===== config.mk =====
export PLATFORM = sky130hd
export DESIGN_NAME = egress_scheduler
export DESIGN_NICKNAME = d
export VERILOG_FILES = /design/src/rtl/mem_pkg.sv /design/src/rtl/egress_queue.sv /design/src/rtl/egress_scheduler.sv
export SDC_FILE = /design/constraint.sdc
export NUM_CORES = 1
export LEC_CHECK = 0
export ABC_CLOCK_PERIOD_IN_PS = 3310
export BUFFER_PORTS_ARGS = -buffer_cell sky130_fd_sc_hd__buf_4
export CAP_MARGIN = 20
export CORE_ASPECT_RATIO = 1.2
export CORE_MARGIN = 1.5
export CORE_UTILIZATION = 41
export CTS_BUF_LIST = sky130_fd_sc_hd__clkbuf_16
export DETAILED_ROUTE_END_ITERATION = 8
export MAX_ROUTING_LAYER = met4
export PLACE_DENSITY = 0.69
export SETUP_SLACK_MARGIN = 0.2
export SLEW_MARGIN = 10
export SYNTH_ARGS = -nofsm -noshare
export SYNTH_HDL_FRONTEND = slang
export SYNTH_SLANG_ARGS = --single-unit

===== constraint.sdc =====
create_clock -name clk -period 3.31 [get_ports clk]
set_clock_uncertainty 0.2 [all_clocks]
set_input_delay 0.1655 -clock clk [delete_from_list [all_inputs] [get_ports clk]]
set_output_delay 0.1655 -clock clk [all_outputs]
set_load 0.02 [all_outputs]

===== src/rtl/mem_pkg.sv =====
// Shared descriptor-memory types for the translator, scheduler and egress blocks.
package mem_pkg;

  localparam int ADDR_W = 10;

  typedef logic [ADDR_W-1:0] ptr_t;

endpackage


===== src/rtl/egress_queue.sv =====
// One egress port: round-robin arbiter over all ingress requesters
// feeding a descriptor FIFO with a separately tracked occupancy count.
module egress_queue
  import mem_pkg::*;
#(
  parameter int NUM_PORTS   = 4,
  parameter int QUEUE_DEPTH = 8
) (
  input  logic                                 clk,
  input  logic                                 rst_n,
  input  logic [NUM_PORTS-1:0]                 req_i,
  input  logic [NUM_PORTS-1:0][ADDR_W-1:0]     ptr_i,
  output logic [NUM_PORTS-1:0]                 ack_o,
  output logic                                 deq_valid_o,
  output logic [ADDR_W-1:0]                    deq_ptr_o,
  input  logic                                 deq_ready_i,
  output logic [$clog2(QUEUE_DEPTH+1)-1:0]     count_o
);

  localparam int CW = $clog2(QUEUE_DEPTH + 1);
  localparam int IW = $clog2(QUEUE_DEPTH);
  localparam int PW = (NUM_PORTS > 1) ? $clog2(NUM_PORTS) : 1;
  localparam logic [CW-1:0] FULL = CW'(QUEUE_DEPTH);
  localparam logic [PW-1:0] LAST = PW'(NUM_PORTS - 1);

  ptr_t                 mem_q [QUEUE_DEPTH];
  logic [IW-1:0]        wr_q, wr_d;
  logic [IW-1:0]        rd_q, rd_d;
  logic [CW-1:0]        cnt_q, cnt_d;
  logic [PW-1:0]        rr_q, rr_d;
  logic [NUM_PORTS-1:0] ack_q, ack_d;

  logic [NUM_PORTS-1:0] elig;
  logic [PW-1:0]        idx;
  logic [PW-1:0]        gnt;
  logic                 found;
  logic                 can_acc;
  logic                 enq;
  logic                 deq;

  // A requester stays high during its ack cycle, so mask it out.
  always_comb begin
    elig  = req_i & ~ack_q;
    idx   = '0;
    gnt   = '0;
    found = 1'b0;
    for (int k = 0; k < NUM_PORTS; k++) begin
      idx = PW'((int'(rr_q) + k) % NUM_PORTS);
      if (!found && elig[idx]) begin
        found = 1'b1;
        gnt   = idx;
      end
    end
  end

  always_comb begin
    can_acc = (cnt_q != FULL) || deq_ready_i;
    enq     = found && can_acc;
    deq     = (cnt_q != '0) && deq_ready_i;
    wr_d    = enq ? wr_q + 1'b1 : wr_q;
    rd_d    = deq ? rd_q + 1'b1 : rd_q;
    cnt_d   = cnt_q;
    unique case ({enq, deq})
      2'b10:   cnt_d = cnt_q + 1'b1;
      2'b01:   cnt_d = cnt_q - 1'b1;
      default: cnt_d = cnt_q;
    endcase
    rr_d  = rr_q;
    ack_d = '0;
    if (enq) begin
      rr_d       = (gnt == LAST) ? '0 : gnt + 1'b1;
      ack_d[gnt] = 1'b1;
    end
  end

  always_ff @(posedge clk or negedge rst_n) begin
    if (!rst_n) begin
      wr_q  <= '0;
      rd_q  <= '0;
      cnt_q <= '0;
      rr_q  <= '0;
      ack_q <= '0;
    end else begin
      wr_q  <= wr_d;
      rd_q  <= rd_d;
      cnt_q <= cnt_d;
      rr_q  <= rr_d;
      ack_q <= ack_d;
    end
  end

  // Descriptor storage is deliberately not reset.
  always_ff @(posedge clk) begin
    if (enq) begin
      mem_q[wr_q] <= ptr_i[gnt];
    end
  end

  assign ack_o       = ack_q;
  assign deq_valid_o = (cnt_q != '0);
  assign deq_ptr_o   = mem_q[rd_q];
  assign count_o     = cnt_q;

endmodule


===== src/rtl/egress_scheduler.sv =====
// Per-egress arbitration of translator descriptor writes into egress queues;
// transposes ingress-major request buses into one queue instance per egress.
module egress_scheduler
  import mem_pkg::*;
#(
  parameter int NUM_PORTS   = 4,
  parameter int QUEUE_DEPTH = 8
) (
  input  logic                                             clk,
  input  logic                                             rst_n,
  input  logic [NUM_PORTS-1:0][NUM_PORTS-1:0]              req_i,
  input  logic [NUM_PORTS-1:0][NUM_PORTS-1:0][ADDR_W-1:0]  ptr_i,
  output logic [NUM_PORTS-1:0][NUM_PORTS-1:0]              ack_o,
  output logic [NUM_PORTS-1:0]                             deq_valid_o,
  output logic [NUM_PORTS-1:0][ADDR_W-1:0]                 deq_ptr_o,
  input  logic [NUM_PORTS-1:0]                             deq_ready_i,
  output logic [NUM_PORTS-1:0][$clog2(QUEUE_DEPTH+1)-1:0]  count_o
);

  logic [NUM_PORTS-1:0][NUM_PORTS-1:0]             req_x;
  logic [NUM_PORTS-1:0][NUM_PORTS-1:0]             ack_x;
  logic [NUM_PORTS-1:0][NUM_PORTS-1:0][ADDR_W-1:0] ptr_x;

  for (genvar e = 0; e < NUM_PORTS; e++) begin : g_eg
    for (genvar i = 0; i < NUM_PORTS; i++) begin : g_in
      assign req_x[e][i] = req_i[i][e];
      assign ptr_x[e][i] = ptr_i[i][e];
      assign ack_o[i][e] = ack_x[e][i];
    end

    egress_queue #(
      .NUM_PORTS   (NUM_PORTS),
      .QUEUE_DEPTH (QUEUE_DEPTH)
    ) u_queue (
      .clk         (clk),
      .rst_n       (rst_n),
      .req_i       (req_x[e]),
      .ptr_i       (ptr_x[e]),
      .ack_o       (ack_x[e]),
      .deq_valid_o (deq_valid_o[e]),
      .deq_ptr_o   (deq_ptr_o[e]),
      .deq_ready_i (deq_ready_i[e]),
      .count_o     (count_o[e])
    );
  end

endmodule


==> reports/qor.txt, run 1 <==
worst skew pair latency: 530 ps
# placed instances: 1,783
cells after synthesis: 972
Syn-to-layout area delta: 23.9%
Routed Antenna Nets: 0
syn nets: 1,192
Critical Path RT: 3520 ps
Final GP Congestion: 0.801
Synth area leaders: edfxtp_1 56%, mux4_2 10%, dfrtp_1 9.3%
layout cells sized above 1: 0.397
Ys Warns: 0
max cap viols: 0
Hold Path Sink: g_eg[2].u_queue.rr_q[0]$_DFFE_PN0P_
io pins: 258
die area: 43,200 µm²
cell taking the most area after synthesis: edfxtp_1
Placement Rows: 82
most frequent cells in the layout: 320 x edfxtp_1, 310 x buf_4, 123 x mux2i_1, 80 x mux4_2, 64 x dfrtp_1
outcome: finished, final reports clean
Initial Util: 0.414
Filler cells: 3,385
width of the die: 190 µm
CTS tree: built
worst endpoint data arrival time: 3040 ps
CTS Sinks: 384
DRC errors left: 0
TNS Setup: 0 ps
syn avg cell area: 17.7 µm²
synth unique cells: 50
Inserted Clock Buffers: 39
GRT Residual Overflow: 0
Critical Path End Type: flip-flop
DRT Pass-1 Iters: 4
fin nets: 1,508
FF-to-FF path depth: 11
slew of the pin with the lowest slew margin: 987 ps
H-Tree Depth: 2
hold_sp: req_i[14]
Core Area: 41,600 µm²
Rel. slew slack: 0.342
Leakage: 8.35 nW
hold depth: 4
reg2reg setup slack: 480 ps
Total Routed Length: 35.1 mm
pin count of the biggest net entering global routing: 65
DP Area: 20,000 µm²
crit start category: flip-flop
global-route wire length before repair: 54.8 mm
IO Port Bufs: 257
Final Core Density: 0.513
Longest Clk Path Bufs: 3
Crit Path Max Fanout: 8
share of the synthesized area in the top cell type: 0.558
Post-DP HPWL: 24.1 mm
Post-synth ARST share: 0.167
clk root buf: clkbuf_16
pre-CTS setup slack: 401 ps
via count: 9,467
worst setup path class: flip-flop to flip-flop
Peak VDD IR: 606 µV
Non-Filler Instances: 1,865
Synth Register Bits: 384
period utilization: 0.855
Avg WL per Cell: 18.8 µm
type of the most critical hold path: input port to flip-flop
PostCTS Resize Cnt: 0
antenna cell count: 0
RR Endpoint: g_eg[1].u_queue.count_o[2]$_DFFE_PN0P_
Reg clk slew, reported paths: 60 ps
R2R Path Start: g_eg[1].u_queue.count_o[1]$_DFFE_PN0P_
gr usage total: 0.171
Mapped Area: 17,200 µm²
most common cell after layout, fill and taps aside: edfxtp_1
Power Density: 1040 nW/µm²
RSZ-0062 raised after global routing: false
Die Y: 228 µm
Post-synth EDFFs: 320
vias in the first global route: 9,943
Max Clock Freq: 0.353 GHz
# setup viols final: 0
initial antenna violation count: 0
final critical-path required period: 2830 ps
max-slew violations: 0
sequential share of the synthesized area: 0.651
Worst Slack Setup Final: 481 ps
post-route cell area: 21,300 µm²
DR iter-0 viols: 411
vias per cell: 5.08
most common flop cell mapped by yosys: edfxtp_1
hold violation total from the final report: 0
power breakdown:
part | internal, W | total [W] | leakage [nW] | switching (W)
Sequential | 0.00777 | 0.00864 | 3.70 | 0.000874
Combinational | 0.00437 | 0.00936 | 4.01 | 0.00499
Clock | 0.00246 | 0.00429 | 0.639 | 0.00183
Total | 0.0146 | 0.0223 | 8.35 | 0.00769
critical path, stage by stage (launching register included):
cell	delay, ps
dfrtp_1	480
nor3_1	100
nand3b_1	210
o41a_1	390
inv_1	150
ha_1	280
xor2_1	170
ha_1	180
a21oi_1	150
xor2_1	180
nor2_1	70
xor2_1	140
area by class of cell:
cell class	instances	area (µm²)	area share
clock buffers	40	1000	0.0469
repair buffers	318	2420	0.113
multi-input cells	518	5660	0.265
inverters	27	101	0.00475
well taps	546	683	0.0320
flip-flops and latches	384	11200	0.525
clock inverters	32	267	0.0125
cells in the mapped netlist, types with 14 or more instances:
cell	instances
edfxtp_1	320
mux2i_1	123
mux4_2	80
dfrtp_1	64
mux2_2	49
nand2_1	37
ha_1	36
inv_1	23
xnor2_1	23
and2_1	16
nor3b_1	15
nor3_1	14
cell families (layout without fill, tap and decap cells):
| kind of cell | count (synthesis) | count (layout) | synth area share |
|---|---|---|---|
| XOR/XNOR | 34 | 34 | 0.0173 |
| adder cells (fa/ha/maj) | 38 | 38 | 0.0285 |
| multiplexers | 256 | 256 | 0.211 |
| flip-flops | 384 | 384 | 0.651 |
| buffers and inverters | 70 | 417 | 0.0216 |
| AND/OR/NAND/NOR | 137 | 137 | 0.0451 |
| AO/OA/AOI/OAI | 53 | 53 | 0.0257 |
worst max-delay path by stage:
stage                                           startpoint                                     end  slack, ps  cells after the start
floorplan               g_eg[0].u_queue.ack_o[3]$_DFF_PN0_   g_eg[0].u_queue.mem_q[2][0]$_DFFE_PP_        410                      5
global placement    g_eg[1].u_queue.count_o[1]$_DFFE_PN0P_  g_eg[1].u_queue.count_o[2]$_DFFE_PN0P_        420                     11
detailed placement  g_eg[1].u_queue.count_o[1]$_DFFE_PN0P_  g_eg[1].u_queue.count_o[2]$_DFFE_PN0P_        400                     11
CTS                 g_eg[1].u_queue.count_o[1]$_DFFE_PN0P_  g_eg[1].u_queue.count_o[2]$_DFFE_PN0P_        370                     11
global route        g_eg[1].u_queue.count_o[1]$_DFFE_PN0P_  g_eg[1].u_queue.count_o[2]$_DFFE_PN0P_        250                     11
finish              g_eg[1].u_queue.count_o[1]$_DFFE_PN0P_  g_eg[1].u_queue.count_o[2]$_DFFE_PN0P_        480                     11
through the flow:
| step | hold slack [ps] | total power [W] |
|---|---|---|
| 5_1_grt | 62.6 | 0.0237 |
| 2_1_floorplan | -330 | 0.0150 |
| 4_1_cts | 24.0 | 0.0226 |
| 6_report | 52.7 | 0.0223 |
| 3_3_place_gp | 176 | 0.0180 |
| 3_5_place_dp | 177 | 0.0183 |
sequential cells by signal, summed over array words and instances, names as in the netlist:
name                  flops
g_eg.u_queue.rd_q        12
g_eg.u_queue.ack_o       16
g_eg.u_queue.mem_q      320
g_eg.u_queue.rr_q         8
g_eg.u_queue.wr_q        12
g_eg.u_queue.count_o     16
what timing repair did:
item                                    CTS  global route
hold endpoints to repair                 79             0
buffers inserted                          0             3
hold buffers                              7             0
endpoints found under the setup margin    0             1
layer usage:
metal | vias to the layer above | routed length, µm | track usage | part of all wire
met2 | 226 | 18400 | 0.293 | 0.52
li1 | 4443 | - | - | -
met5 | - | 0 | - | 0
met1 | 4756 | 14600 | 0.209 | 0.42
met3 | 42 | 1480 | 0.0281 | 0.042
met4 | 0 | 626 | 0.0469 | 0.018
Note: power is estimated with default switching activity, not from simulation.
==> run 2: changes to the inputs <==
--- a/config.mk
+++ b/config.mk
@@ -5,6 +5,7 @@
 export SDC_FILE = /design/constraint.sdc
 export NUM_CORES = 1
 export LEC_CHECK = 0
+export ABC_AREA = 1
 export ABC_CLOCK_PERIOD_IN_PS = 3310
 export BUFFER_PORTS_ARGS = -buffer_cell sky130_fd_sc_hd__buf_4
 export CAP_MARGIN = 20
@@ -14,7 +15,7 @@
 export CTS_BUF_LIST = sky130_fd_sc_hd__clkbuf_16
 export DETAILED_ROUTE_END_ITERATION = 8
 export MAX_ROUTING_LAYER = met4
-export PLACE_DENSITY = 0.69
+export PLACE_DENSITY = 0.68
 export SETUP_SLACK_MARGIN = 0.2
 export SLEW_MARGIN = 10
 export SYNTH_ARGS = -nofsm -noshare
==> run 2 against run 1 <==
- clock-buffer cell count rose by 1
- critical endpoint is now g_eg[0].u_queue.count_o[3]$_DFFE_PN0P_
- wire length rose by 32%
- sequential cell count did not move
- register-to-register slack got worse by 40 ps
- sequential share of layout area fell by 5.0 points
- worst setup slack got worse by 44 ps
- via count rose by 59%
- critical path depth rose by 6
==> reports/qor.txt, run 2 <==
outcome: finished, final reports clean
hold_sp: ptr_i[106]
pin count of the biggest net entering global routing: 65 (unchanged)
Post-DP HPWL: 30.3 mm (+26%)
period utilization: 0.868 (+0.0132)
type of the most critical hold path: input port to flip-flop
DRC errors left: 0 (unchanged)
synth unique cells: 38 (-24%)
TNS Setup: 0 ps (unchanged)
cell taking the most area after synthesis: edfxtp_1
Post-synth EDFFs: 320 (unchanged)
Setup crit end: g_eg[0].u_queue.count_o[3]$_DFFE_PN0P_
CTS tree: built
layer with the highest usage: met2
die area: 47,300 µm² (+9.4%)
cells after synthesis: 1,994 (+110%)
global-route wire length before repair: 73.3 mm (+34%)
Synth Register Bits: 384 (unchanged)
Cell Chain, Critical Path: inv_4 > nand3_1 > nand3_1 > nand2_1 > inv_1 > nor2_2 > a21boi_4 > inv_4 > ha_1 > ha_1 > nand2_1 > nor2_1 > a211oi_1 > nor2_1 > nor2_1 > nand2_1 > xor2_1
Core Area: 45,100 µm² (+8.5%)
slew of the pin with the lowest slew margin: 909 ps (-77.7 ps)
Max Clock Freq: 0.348 GHz (-1.5%)
fin nets: 2,545 (+69%)
IO Port Bufs: 257 (unchanged)
Most flops, register: g_eg.u_queue.mem_q
most frequent cells after synthesis: 344 x nor2_1, 320 x edfxtp_1, 288 x nand2_1, 234 x inv_1, 210 x nand3_1
Syn-to-layout area delta: 25.1%
clk root buf: clkbuf_16
worst setup path class: flip-flop to flip-flop
Die Y: 238 µm (+4.6%)
flip-flop and latch area: 11,200 µm² (about the same)
Synth area leaders: edfxtp_1 51%, dfrtp_1 8.5%, nor2_1 6.8%
met3 global-route usage: 0.0348 (+0.00671)
Placement Rows: 85 (+3.7%)
# placed instances: 2,824 (+58%)
Mapped Area: 18,900 µm² (+9.5%)
hold violation total from the final report: 0 (unchanged)
Total Routed Length: 46.3 mm (+32%)
Filler cells: 3,985 (+18%)
Longest Clk Path Bufs: 3 (unchanged)
DRT Pass-1 Iters: 5 (+1)
Min Hold Slack: 24.7 ps (-28.0 ps)
Final GP Congestion: 0.859 (+7.2%)
io pins: 258 (unchanged)
highest-delay cell along the critical path: dfrtp_2
RR Endpoint: g_eg[0].u_queue.count_o[3]$_DFFE_PN0P_
most numerous cell in the Yosys netlist: nor2_1
Rel. slew slack: 0.394 (+0.0518)
Routed Antenna Nets: 0 (unchanged)
GR Util met1: 0.237 (+0.0280)
FF-to-FF path depth: 17 (+6)
Non-Filler Instances: 2,965 (+59%)
M2 GR Usage: 0.348 (+0.0551)
crit path from: g_eg[0].u_queue.rr_q[0]$_DFFE_PN0P_
most common flop cell mapped by yosys: edfxtp_1
pre-CTS setup slack: 437 ps (+36.2 ps)
layout cells sized above 1: 0.182 (-0.215)
most frequent cells in the layout: 344 x nor2_1, 320 x edfxtp_1, 320 x buf_4, 288 x nand2_1, 243 x inv_1
Inserted Clock Buffers: 40 (+2.6%)
initial antenna violation count: 0 (unchanged)
H-Tree Depth: 2 (unchanged)
syn nets: 2,214 (+86%)
RSZ-0062 raised after global routing: false
Critical Path End Type: flip-flop
max reg flops: 320 (unchanged)
Crit Path Max Fanout: 9 (+1)
reg2reg setup slack: 440 ps (-40 ps)
DR iter-0 viols: 885 (+120%)
max-slew violations: 0 (unchanged)
vias in the first global route: 14,800 (+49%)
Critical Path RT: 3550 ps (+30 ps)
R2R Path Start: g_eg[0].u_queue.rr_q[0]$_DFFE_PN0P_
Post-synth ARST share: 0.167 (unchanged)
GRT Residual Overflow: 0 (unchanged)
Reg clk slew, reported paths: 60 ps (about the same)
via count: 15,100 (+59%)
vias per cell: 5.09 (+0.25%)
antenna cell count: 0 (unchanged)
worst skew pair latency: 550 ps (+20 ps)
syn avg cell area: 9.46 µm² (-47%)
Initial Util: 0.418 (+0.00392)
final critical-path required period: 2870 ps (+43.7 ps)
max cap viols: 0 (unchanged)
worst endpoint data arrival time: 3110 ps (+70 ps)
Avg WL per Cell: 15.6 µm (-17%)
CTS Sinks: 384 (unchanged)
most common cell after layout, fill and taps aside: nor2_1
max incr delay on CP: 480 ps (about the same)
Post-CTS Setup Repair Bufs: 0 (unchanged)
crit start category: flip-flop
width of the die: 199 µm (+4.6%)
# setup viols final: 0 (unchanged)
sequential share of the synthesized area: 0.594 (-0.0567)
share of the synthesized area in the top cell type: 0.509 (-0.0486)
gr usage total: 0.201 (+0.0305)
Worst Slack Setup Final: 437 ps (-43.7 ps)
Ys Warns: 0 (unchanged)
area of the multi-input gates: 6250 µm² (+11%)
[run 2: kinds of logic after synthesis]
group,synth area share
xor+xnor,0.0121
fa+ha+maj,0.0260
buf+inv,0.0751
compound gates,0.0829
simple gates,0.210
flops,0.594
[run 2: worst max-delay path, delay by kind of cell, from the launching register on]
kind / cells / cell delay, ps
AND/OR/NAND/NOR: 9 / 740
adder cells (fa/ha/maj): 2 / 550
flip-flops: 1 / 480
AO/OA/AOI/OAI: 2 / 410
buffers and inverters: 3 / 270
XOR/XNOR: 1 / 130
[run 2: how the worst min path moves through the flow]
stage | to | slack (ps) | cells after the start
2_1_floorplan | g_eg[0].u_queue.ack_o[0]$_DFF_PN0_ | -330 | 0
3_3_place_gp | g_eg[3].u_queue.ack_o[2]$_DFF_PN0_ | 140 | 1
3_5_place_dp | g_eg[3].u_queue.ack_o[2]$_DFF_PN0_ | 160 | 1
4_1_cts | g_eg[3].u_queue.mem_q[2][9]$_DFFE_PP_ | 0.6 | 5
5_1_grt | g_eg[2].u_queue.mem_q[3][5]$_DFFE_PP_ | 70 | 5
6_report | g_eg[2].u_queue.mem_q[0][6]$_DFFE_PP_ | 20 | 5
[run 2: area by class of cell]
class | count | share of cell area
tap | 609 | 0.0323
clock inverter | 32 | 0.0134
inverter | 247 | 0.0398
multi-input combinational | 1264 | 0.265
clock buffer | 41 | 0.0435
timing repair buffer | 388 | 0.131
sequential | 384 | 0.475
[run 2: metrics by stage]
step                      instance area, µm²   util
after CTS                              23600  0.523
after global placement                 21600  0.478
after detailed placement               21600  0.478
final                                  23600  0.523
after global routing                   23600  0.523
after floorplan                        18900      -
[run 2: per-layer routing]
metal,vias to the layer above,routed length [µm]
met5,-,0
met2,464,23700
met4,0,1160
li1,7374,-
met1,7156,18900
met3,94,2550
[run 2: repair_timing]
item / 4_1_cts / 5_1_grt
endpoints found under the hold margin: 271 / 0
resized for setup: 0 / 5
setup endpoints to repair: 0 / 92
hold buffers: 68 / 0
Power of run 2 is left out: the tool's default activity adds up to more than one toggle a clock period on the data nets, which glitch-free logic cannot reach.
